[src/rtl/fp_divider.sv]
// fp_divider: IEEE-754 single-precision divider with a fixed 28-cycle start-to-done latency.
// Define FP_DIV_ROUND_NEAREST_EN for round-to-nearest-even; the default build truncates toward zero.
module fp_divider (
  input  logic        clk,
  input  logic        rst_n,
  input  logic        start,
  input  logic [31:0] A,
  input  logic [31:0] B,
  output logic        busy,
  output logic        done,
  output logic [31:0] S,
  output logic [3:0]  flags
);

`ifdef FP_DIV_ROUND_NEAREST_EN
  localparam bit RoundNearest = 1'b1;
`else
  localparam bit RoundNearest = 1'b0;
`endif

  localparam logic [4:0] LastIter = 5'd25;

  // IDLE wait for start | CALC one quotient bit per cycle | NORM normalise | DONE round, classify, publish
  typedef enum logic [1:0] {IDLE, CALC, NORM, DONE} state_t;

  state_t            state_q;
  logic [4:0]        cnt_q;
  logic [31:0]       a_q;
  logic [31:0]       b_q;
  logic [23:0]       dvs_q;
  logic [24:0]       rem_q;
  logic [25:0]       quo_q;
  logic signed [9:0] exp_q;
  logic [22:0]       frac_q;
  logic              grd_q;
  logic              rnd_q;
  logic              stk_q;
  logic              busy_q;
  logic              done_q;
  logic [31:0]       s_q;
  logic [3:0]        flags_q;

  logic signed [9:0] exp_start_d;
  logic [25:0]       trial_d;
  logic              ge_d;
  logic [24:0]       rem_d;

  always_comb begin
    exp_start_d = $signed({2'b00, A[30:23]}) - $signed({2'b00, B[30:23]}) + 10'sd127;
    trial_d     = {1'b0, rem_q} - {2'b00, dvs_q};
    ge_d        = ~trial_d[25];
    rem_d       = ge_d ? (trial_d[24:0] << 1) : (rem_q << 1);
  end

  logic              a_nan, a_inf, a_zero;
  logic              b_nan, b_inf, b_zero;
  logic              sign_d;
  logic              round_up_d;
  logic [23:0]       frac_rnd_d;
  logic signed [9:0] exp_rnd_d;
  logic [31:0]       s_d;
  logic [3:0]        flags_d;

  // Exponent field zero covers both true zero and denormals, which are flushed to zero.
  always_comb begin
    a_zero     = (a_q[30:23] == 8'h00);
    a_nan      = (a_q[30:23] == 8'hFF) && (a_q[22:0] != 23'd0);
    a_inf      = (a_q[30:23] == 8'hFF) && (a_q[22:0] == 23'd0);
    b_zero     = (b_q[30:23] == 8'h00);
    b_nan      = (b_q[30:23] == 8'hFF) && (b_q[22:0] != 23'd0);
    b_inf      = (b_q[30:23] == 8'hFF) && (b_q[22:0] == 23'd0);
    sign_d     = a_q[31] ^ b_q[31];
    round_up_d = RoundNearest & grd_q & (rnd_q | stk_q | frac_q[0]);
    frac_rnd_d = {1'b0, frac_q} + {23'd0, round_up_d};
    exp_rnd_d  = exp_q + $signed({9'd0, frac_rnd_d[23]});
    s_d        = {sign_d, exp_rnd_d[7:0], frac_rnd_d[22:0]};
    flags_d    = 4'b0000;
    if (a_nan || b_nan || (a_zero && b_zero) || (a_inf && b_inf)) begin
      s_d     = 32'h7FC0_0000;
      flags_d = 4'b1000;
    end else if (b_zero && !a_inf) begin
      s_d     = {sign_d, 8'hFF, 23'd0};
      flags_d = 4'b0100;
    end else if (a_inf) begin
      s_d     = {sign_d, 8'hFF, 23'd0};
    end else if (b_inf || a_zero) begin
      s_d     = {sign_d, 31'd0};
    end else if (exp_rnd_d >= 10'sd255) begin
      s_d     = {sign_d, 8'hFF, 23'd0};
      flags_d = 4'b0010;
    end else if (exp_rnd_d <= 10'sd0) begin
      s_d     = {sign_d, 31'd0};
      flags_d = 4'b0001;
    end
  end

  always_ff @(posedge clk) begin
    if (!rst_n) begin
      state_q <= IDLE;
      cnt_q   <= 5'd0;
      a_q     <= 32'd0;
      b_q     <= 32'd0;
      dvs_q   <= 24'd0;
      rem_q   <= 25'd0;
      quo_q   <= 26'd0;
      exp_q   <= 10'sd0;
      frac_q  <= 23'd0;
      grd_q   <= 1'b0;
      rnd_q   <= 1'b0;
      stk_q   <= 1'b0;
      busy_q  <= 1'b0;
      done_q  <= 1'b0;
      s_q     <= 32'd0;
      flags_q <= 4'd0;
    end else begin
      done_q <= 1'b0;
      case (state_q)
        IDLE: begin
          if (start) begin
            a_q     <= A;
            b_q     <= B;
            dvs_q   <= {1'b1, B[22:0]};
            rem_q   <= {2'b01, A[22:0]};
            quo_q   <= 26'd0;
            exp_q   <= exp_start_d;
            cnt_q   <= LastIter;
            busy_q  <= 1'b1;
            state_q <= CALC;
          end
        end
        CALC: begin
          rem_q <= rem_d;
          quo_q <= {quo_q[24:0], ge_d};
          if (cnt_q == 5'd0) begin
            state_q <= NORM;
          end else begin
            cnt_q <= cnt_q - 5'd1;
          end
        end
        NORM: begin
          // Quotient lies in (0.5, 2): a clear MSB means one left shift.
          if (quo_q[25]) begin
            frac_q <= quo_q[24:2];
            grd_q  <= quo_q[1];
            rnd_q  <= quo_q[0];
          end else begin
            frac_q <= quo_q[23:1];
            grd_q  <= quo_q[0];
            rnd_q  <= 1'b0;
            exp_q  <= exp_q - 10'sd1;
          end
          stk_q   <= |rem_q;
          state_q <= DONE;
        end
        DONE: begin
          s_q     <= s_d;
          flags_q <= flags_d;
          done_q  <= 1'b1;
          busy_q  <= 1'b0;
          state_q <= IDLE;
        end
        default: state_q <= IDLE;
      endcase
    end
  end

  assign busy  = busy_q;
  assign done  = done_q;
  assign S     = s_q;
  assign flags = flags_q;

endmodule
[config.mk]
export PLATFORM = sky130hd
export DESIGN_NAME = fp_divider
export DESIGN_NICKNAME = d
export VERILOG_FILES = /design/src/rtl/fp_divider.sv
export SDC_FILE = /design/constraint.sdc
export NUM_CORES = 1
export LEC_CHECK = 0
export ABC_AREA = 1
export CELL_PAD_IN_SITES_DETAIL_PLACEMENT = 0
export CELL_PAD_IN_SITES_GLOBAL_PLACEMENT = 1
export CORE_MARGIN = 2
export CORE_UTILIZATION = 45
export DETAILED_ROUTE_END_ITERATION = 12
export HOLD_SLACK_MARGIN = 0.05
export PLACE_DENSITY = 0.95
export REMOVE_ABC_BUFFERS = 1
export SYNTH_ARGS = -nofsm -noshare
export SYNTH_HDL_FRONTEND = slang
export SYNTH_SLANG_ARGS = --single-unit
[constraint.sdc]
create_clock -name clk -period 3.2 [get_ports clk]
set_clock_uncertainty 0.1 [all_clocks]
set_input_delay 0.64 -clock clk [delete_from_list [all_inputs] [get_ports clk]]
set_output_delay 0.64 -clock clk [all_outputs]
set_load 0.005 [all_outputs]
* Yosys cells after proc, flatten, opt, wreduce, memory -nomap -nowiden *
Cells that the tools add are included.

operators by class
  add/subtract/negate cells = 5
  order comparisons = 2
  equal/unequal tests = 9
  muxes and demuxes = 30
  bitwise operators = 2
  reductions and logical operators = 29

operators with widths
  operator                                               number
  two-way mux 31 bit                                     5
  case mux 26 bit (2 select lines)                       1
  two-way mux 25 bit                                     2
  case mux 25 bit (2 select lines)                       1
  logical NOT 23 bit                                     2
  nonzero test 23 bit                                    2
  two-way mux 32 bit                                     1
  two-way mux 26 bit                                     1
  subtractor 25 x 24 -> 26 bit                           1
  two-way mux 23 bit                                     1
  two-way mux 10 bit                                     2
  case mux 10 bit (2 select lines)                       1
  equality test 8 bit (second input constant)            2
  logical NOT 8 bit                                      2
  adder 9 x 8 -> 10 bit (second input constant)          1
  >= comparator 10 x 9 -> 1 bit (second input constant)  1
  <= comparator 10 x 1 -> 1 bit (second input constant)  1
  two-way mux 2 bit                                      5
  two-way mux 5 bit                                      2
  case mux 5 bit (2 select lines)                        1
  subtractor 10 x 2 -> 10 bit (second input constant)    1
  subtractor 8 x 8 -> 9 bit                              1
  != test 2 bit (second input constant)                  4
  case mux 2 bit (4 select lines)                        1
  other kinds (17)                                       35

word-level totals
  register bits after elaboration = 217
  input bits = 67
  output and inout bits = 38
  logic and storage cells = 90

* Logic depth before layout (Yosys ltp) *
Gate-level depths: netlist of run 1.

  word-level depth = 7
  gate-level depth with buffers = 16
  mapped depth without buffers = 16

* Worst setup path after synthesis of run 1 *
Ideal clock, no wire load.

  kind = in2reg
  start = in B[24]
  end = reg exp_q[8]
  setup time = 0.119 ns
  arrival time = 1.946 ns
  data required time = 2.981 ns
  path slack = 1.034 ns
  stages = 14
  buffers on the path = 0
  path through = inv_1 -> ha_1 -> xnor2_1 -> inv_1 -> ha_1 -> inv_1 -> nor2_1 -> nand2_1 -> nor2_1 -> nand3_1 -> nand2_1 -> nand2_1 -> nand3_1 -> a21oi_1

on the way
  cells in the longest elaborated chain, start to end = 4

ends and longest elaborated chain
  item                              RTL line  source
  from (decl)                       8         input logic [31:0] B,
  subtractor 8 x 8 -> 9 bit         49        exp_start_d = $signed({2'b00, A[30:23]}) - $signed({2'b00, B[30:23]}) + 10'sd127;
  adder 9 x 8 -> 10 bit             49
  two-way mux 10 bit                119       if (start) begin
  case mux 10 bit (2 select lines)  117       case (state_q)
  to (signal assigned)              125       exp_q <= exp_start_d;
  to (signal assigned)              150       exp_q <= exp_q - 10'sd1;
  to (decl)                         33        logic signed [9:0] exp_q;

Every way passes these cells. The select of a mux whose other input is x is not followed.
A chain may end at the register's enable or synchronous reset.

==> results of run 1 <==
-- state kept, by name, indices dropped and copies added, names as in the netlist --
| signal | cells |
|---|---|
| exp_q | 10 |
| S | 32 |
| done | 1 |
| b_q | 32 |
| rem_q | 25 |
| flags | 4 |
| dvs_q | 1 |
| state_q | 2 |
| busy | 1 |
| frac_q | 23 |
| quo_q | 26 |
| cnt_q | 5 |
| a_q | 32 |
-- report_power, final --
part	switching (mW)	total [mW]	internal, mW
clock	0.997	2.03	1.03
combinational	4.14	6.33	2.19
sequential	0.349	3.34	2.99
-- cells by family after synthesis --
group,share of synthesized area
AND/OR/NAND/NOR,0.282
XOR/XNOR,0.0132
adder cells (fa/ha/maj),0.0527
buffers and inverters,0.0903
flip-flops,0.367
AO/OA/AOI/OAI,0.195
-- final cells by class --
class                   instances  area, sq um
clock buffers                  19          443
clock inverters                12          104
fillers                      2353        10900
inverters                     158          593
multi-input cells            1132         5750
flip-flops and latches        194         3880
well taps                     319          399
repair buffers                124         1220
-- synthesized netlist by cell type, drive strengths merged --
master / instances
nand3b: 27
dfxtp: 194
o211ai: 4
and2: 3
clkbuf: 56
a21oi: 216
nand2: 358
a211oi: 2
nor4: 1
o221ai: 1
xnor2: 11
nor3: 10
buf: 24
ha: 43
fa: 1
a221oi: 12
nand4: 22
nor2b: 1
o21bai: 6
nand3: 98
clkinv: 1
o21ai: 139
a31oi: 2
o31ai: 1
nor2: 166
and3: 1
xor2: 5
a21o: 1
inv: 157
o21a: 1
-- worst paths after layout --
check                           startpoint         to  slack [ps]  cells after the start
worst min-delay path              flags[0]   flags[0]         350                      2
worst min register to register    flags[0]   flags[0]         350                      2
worst max-delay path               b_q[12]  rem_q[24]         780                     14
worst max register to register     b_q[12]  rem_q[24]         780                     14
-- per-stage QoR --
stage / cells / hold slack, ps
finish: 1958 / 352
global route: 1958 / 380
CTS: 1958 / 356
detailed placement: 1927 / 342
global placement: 1927 / 338
floorplan: 1484 / 340
-- metal layers --
layer / vias up / track usage / wire length (um)
met5: - / 0 / 0
met4: 0 / 0.0645 / 491
met3: 39 / 0.0454 / 1290
met2: 217 / 0.384 / 12800
met1: 4693 / 0.295 / 12600
li1: 5275 / - / -
-- worst max-delay path: stages, from the launching register on --
cell	delay, ps
dfxtp_1	310
inv_1	70
ha_1	390
nand2_1	160
inv_1	50
nand2_1	60
nand2_1	70
nand2_1	80
nand2_2	80
a21oi_4	310
nand2_4	280
nand2_1	150
nand2_1	60
nand2_1	70
a21oi_1	50
==> metrics.csv, run 1 <==
metric,value,unit
rsz0062_at_grt,no,
port_buffers,104,
final_cell_mix,"nand2_1 (351), a21oi_1 (209), dfxtp_1 (194)",
drtIter0Drc,614,
finalHoldViolations,0,
firstDrtPassIters,5,
htreeDepth,4,
cts_buffers,17,
root_buffer,clkbuf_16,
cts_buffer_depth,2,
grt_max_degree,93,
syn_inst,1564,
relSlewSlack,0.389,
drcViolationCount,0,
cts_tree,yes,
cts_sinks,194,
drt_wl_total,27.2,mm
clk_pin_slew,70,ps
setup_tns,0,ps
finalCritPeriodShare,0.758,
yosysTopAreaCell,dfxtp_1,
grt_pass1_vias,9430,
finalWorstSetupSlack,775,ps
cts_hold_buffers,0,
drive_gt1_frac,0.0549,
p_leak,5.15,nW
p_per_area,944,nW/um^2
final_area,12400,sq um
cts_setup_buffers,0,
synth-seq-cells,194,
yosysTopAreaCellShare,0.367,
vias,10200,
core.rowCount,56,
antenna_found_initial,0,
gp_congestion,0.936,
yosysWarnings,0,
dpl.hpwl,19.7,mm
dpl-instance-area,11800,sq um
final_common_cell,nand2_1,
worstSetupEndpointType,register,
syn_area,10600,sq um
nNetsFinal,1738,
clkLatencyLatePin,450,ps
ios,105,
ir_drop,472,uV
start_kind,register,
status,"complete, no violations",
n_antenna_cell,0,
vias_per_cell,5.22,
critical_path_class,register to register,
die_w,157,um
grt_pass1_wl,45.8,mm
core,23300,sq um
ys_seq_area_frac,0.367,
drv_slew,0,
wl_per_cell,13.9,um
synth_cell_types,45,
max_freq,412,MHz
syn2layout_area_growth,17.1,%
finalCriticalPeriod,2420,ps
place_worst_setup_slack,387,ps
utilization,0.533,
hp-class,register to register,
totalPowerFinal,11.7,mW
dieArea,24800,sq um
route.antenna.remaining_nets,0,
grt_overflow,0,
crit_fanout,25,
track_usage,0.228,
die_h,157,um
initial_core_util,0.455,
worst_slew_pin_slew,915,ps
crit_arrival,2620,ps
yosys-top-cells-area,"dfxtp_1 (37%), nand2_1 (12%), a21oi_1 (9.9%), o21ai_0 (6.4%), inv_1 (5.5%)",
cts_resized,0,
syn_area_per_cell,6.77,sq um
cp.required,3390,ps
maxCapViolations,0,
setup_viol,0,
No activity file was read; power rests on OpenSTA's default activity.
==> run 2: changes to the inputs <==
Settings changed: CORE_UTILIZATION 45 to 41, PLACE_DENSITY 0.95 to 0.92.
Clock period 3.2 ns to 2.5 ns, I/O delays scaled along.
==> metrics.csv, run 2 (synthesis results as in run 1) <==
metric,value,unit
drcViolationCount,0,
grt_pass1_vias,9507,
rsz0062_at_grt,no,
final_cell_mix,"nand2_1 (350), a21oi_1 (209), dfxtp_1 (194)",
finalCriticalPeriod,2290,ps
final_area,12700,sq um
crit_path_frequent_cell,nand2_1,
ir_drop,528,uV
crit_buf_inv,1,
antenna_found_initial,0,
clkLatencyLatePin,440,ps
totalPowerFinal,15.7,mW
finalCritPeriodShare,0.916,
setup_viol,0,
dieArea,27100,sq um
track_usage,0.214,
cts_hold_buffers,0,
die_w,165,um
hold_depth,3,
cts_tree,yes,
cts_setup_buffers,0,
cts_buffers,17,
worst_slew_pin_slew,707,ps
root_buffer,clkbuf_16,
drive_gt1_frac,0.0681,
core.rowCount,58,
dpl-instance-area,12000,sq um
ff2ff_setup_slack,210,ps
p_leak,5.31,nW
drtIter0Drc,604,
syn2layout_area_growth,19.8,%
relSlewSlack,0.528,
path_delay_family,simple AND/OR/NAND/NOR gates,
crit_fanout,25,
route.antenna.remaining_nets,0,
start_kind,register,
nNetsFinal,1758,
initial_core_util,0.419,
ios,105,
critPathMaxStageDelay,380,ps
firstDrtPassIters,5,
cts_sinks,194,
reg2reg_to,rem_q[21],
status,"complete, no violations",
cp.required,2780,ps
finalHoldViolations,0,
hp-start,rst_n,
vias_per_cell,5.14,
p_per_area,1240,nW/um^2
grt_overflow,0,
port_buffers,104,
cts_buffer_depth,2,
die_h,165,um
reg2regPathDepth,11,
drv_slew,0,
cts_resized,0,
finalHoldWorstSlack,328,ps
critical_path.slowest_cell,ha_1,
htreeDepth,4,
drt_wl_total,28.3,mm
wl_per_cell,14.2,um
hp-class,input pin to register,
max_freq,437,MHz
maxCapViolations,0,
clk_pin_slew,80,ps
n_antenna_cell,0,
critical_path_class,register to register,
cp_cell_sequence,"inv_1, ha_1, a21oi_2, nand2_1, nand2_1, nand2_2, a21oi_4, nand2_8, nand3_1, nand2_1, a21oi_2",
crit_arrival,2570,ps
dpl.hpwl,20.9,mm
final_common_cell,nand2_1,
vias,10200,
grt_max_degree,67,
setup_tns,0,ps
grt_pass1_wl,46.9,mm
core,25300,sq um
n_fill_cell,2529,
min_to,b_q[26],
r2r_start,b_q[12],
gp_congestion,0.927,
setup.worst_path.start,b_q[12],
worstSetupEndpointType,register,
==> run 2: changes by cell type in the layout (fill, tap and decap cells not counted), sizes merged <==
cell      previous run  this run
clkinvlp             5         3
bufinv               0         4
clkbuf              19        18
clkinv               4         2
inv                161       163
buf                 21        41
==> run 2: worst max-delay path by stage <==
stage / end / slack [ps] / cells past startpoint
floorplan: exp_q[4] / -1500 / 10
global placement: exp_q[8] / -140 / 15
detailed placement: exp_q[8] / -160 / 14
CTS: rem_q[18] / 210 / 13
global route: rem_q[11] / 5 / 11
finish: rem_q[21] / 210 / 11
==> run 2: area by class of cell <==
class	count	area (sq um)	share of cell area
multi-input combinational	1132	5760	0.454
sequential	194	3880	0.306
timing repair buffer	144	1380	0.109
inverter	158	593	0.0468
clock buffer	18	439	0.0346
tap	330	413	0.0326
clock inverter	14	216	0.0171
==> run 2: routing by layer <==
metal	track usage	routed length (um)	vias to the layer above	share of wire
li1	-	-	5316	-
met1	0.287	13400	4677	0.47
met2	0.362	13200	207	0.47
met3	0.0286	1160	34	0.041
met4	0.0581	522	0	0.018
met5	0	0	-	0
==> run 2: tightest hold or removal path, delay by kind of cell <==
family                 cells  cell delay [ps]
buffers and inverters      1              180
AO/OA/AOI/OAI              2              140
==> run 2: stage by stage <==
step / std cells / setup slack, ps / utilization
finish: 1990 / 209 / 0.502
global route: 1990 / 4.60 / 0.502
CTS: 1990 / 205 / 0.502
detailed placement: 1958 / -165 / 0.476
global placement: 1958 / -143 / 0.476
floorplan: 1484 / -1500 / -
==> run 2: where the power goes <==
group	total [mW]	internal [mW]	switching (mW)
combinational	8.40	2.95	5.45
clock	3.05	1.74	1.31
sequential	4.27	3.82	0.449
==> patch: new RTL, config.mk and constraints of run 2 <==
Add an input register stage for `start`, `A` and `B`, cleared by the reset; this delays them by one clock. Comments in the files are not updated.
--- a/src/rtl/fp_divider.sv
+++ b/src/rtl/fp_divider.sv
@@ -25,2 +25,18 @@
 
+  logic start_q;
+  logic [31:0] A_q;
+  logic [31:0] B_q;
+
+  always_ff @(posedge clk) begin
+    if (!rst_n) begin
+      start_q <= '0;
+      A_q     <= '0;
+      B_q     <= '0;
+    end else begin
+      start_q <= start;
+      A_q     <= A;
+      B_q     <= B;
+    end
+  end
+
   state_t            state_q;
@@ -48,3 +64,3 @@
   always_comb begin
-    exp_start_d = $signed({2'b00, A[30:23]}) - $signed({2'b00, B[30:23]}) + 10'sd127;
+    exp_start_d = $signed({2'b00, A_q[30:23]}) - $signed({2'b00, B_q[30:23]}) + 10'sd127;
     trial_d     = {1'b0, rem_q} - {2'b00, dvs_q};
@@ -118,7 +134,7 @@
         IDLE: begin
-          if (start) begin
-            a_q     <= A;
-            b_q     <= B;
-            dvs_q   <= {1'b1, B[22:0]};
-            rem_q   <= {2'b01, A[22:0]};
+          if (start_q) begin
+            a_q     <= A_q;
+            b_q     <= B_q;
+            dvs_q   <= {1'b1, B_q[22:0]};
+            rem_q   <= {2'b01, A_q[22:0]};
             quo_q   <= 26'd0;
Formal check against the unedited RTL: not equivalent (Yosys sat finds a counterexample within 4 cycles, from zero or initial values and one cycle with rst_n low).
==> patch against run 2 <==
Non-clock buffer count down 7. Design area grew 18%. Worst hold slack lost 0.083 ns. Setup slack lost 0.023 ns. Wire length grew 8.4%. Utilization about the same. Critical path depth fell by 1. Power is 21% higher. Combinational power rose by 9.3%. Sequential cell count increased by 65. Area after synthesis rose by 17%. Largest power group unchanged. Highest routed layer unchanged.
==> patch: results (changes against run 2) <==
Clocking:
- The maximum buffer depth of the clock tree is 3 (+1).
- The H-tree depth is 1 (-3).
- The clock insertion delay at the later pin of the skew report is 0.55 ns (+0.11 ns).
- The clock buffer count from CTS is 30 (+13).

Pwr:
- The clock group total power is 0.00449 W (+47%).
- The sequential group power is 0.00533 W (+25%).
- The net switching share of the total power was 42.78% (-3.1 points).
- The internal cell power was 0.01087 W (+28%).
- The static leakage is 7.084 nW (+33%).

Run status:
- The run finished with clean final reports.

GRT:
- The global routing usage on met3 is 3.133% (+0.27 points).
- The met1 global-route usage is 25.73% (-3.0 points).
- The pin count of the biggest net entering global routing is 98 (+46%).

Placement:
- The routability congestion estimate from global placement came to 0.8864 (-4.4%).

Finish:
- The count of clock buffers in the final design is 38 (+20).
- The data-path buffer share of cell area in the final layout came to 8.898% (-2.0 points).
- The final layout net count came to 1989 (+13%).
- The multi-input combinational cell count is 1186 (+4.8%).
- The post-route cell area came to 0.01492 sq mm (+18%).
- The fraction of area in multi-input gates is 39.49% (-5.9 points).
- The clock network contribution to total cell area was 6.927% (+1.8 points).

Synth:
- The post-synthesis share of cell area spent on xor and xnor gates is 0.9173% (-0.41 points).
- The sequential share of the synthesized area came to 41.77% (+5.1 points).
- The compound-gate portion of the synthesized area came to 13.84% (-5.6 points).

Routing:
- The via count is 11170 (+9.2%).
- The met2 wire length came to 14060 um (+6.6%).
- The post-route met1 wirelength is 14520 um (+8.0%).

STA:
- The transition time of the tightest slew-check pin is 0.7278 ns (+0.02029 ns).
- The post-route worst hold slack came to 0.2447 ns (-0.08333 ns).

Min path:
- The terminating pin of the worst hold path is flags[3].
patch: cell count changes after synthesis, moves of 6 or more:
| cell | run 2 | this run |
|---|---|---|
| inv_1 | 154 | 258 |
| a221oi_1 | 12 | 0 |
| o21ai_0 | 135 | 105 |
| a21oi_1 | 209 | 141 |
| nand2_1 | 352 | 477 |
| nand4_1 | 22 | 44 |
| o211ai_1 | 4 | 37 |
| nand3b_1 | 27 | 6 |
| nand3_1 | 93 | 114 |
| nor2_1 | 153 | 143 |
| dfxtp_1 | 194 | 259 |
| nor3_1 | 10 | 4 |
patch: worst max path at each step:
stage | start | end | depth (start not counted)
2_1_floorplan | state_q[0] | cnt_q[0] | 7
3_3_place_gp | b_q[20] | rem_q[3] | 9
3_5_place_dp | b_q[20] | rem_q[3] | 9
4_1_cts | b_q[20] | rem_q[10] | 9
5_1_grt | b_q[16] | rem_q[20] | 12
6_report | b_q[20] | rem_q[20] | 10
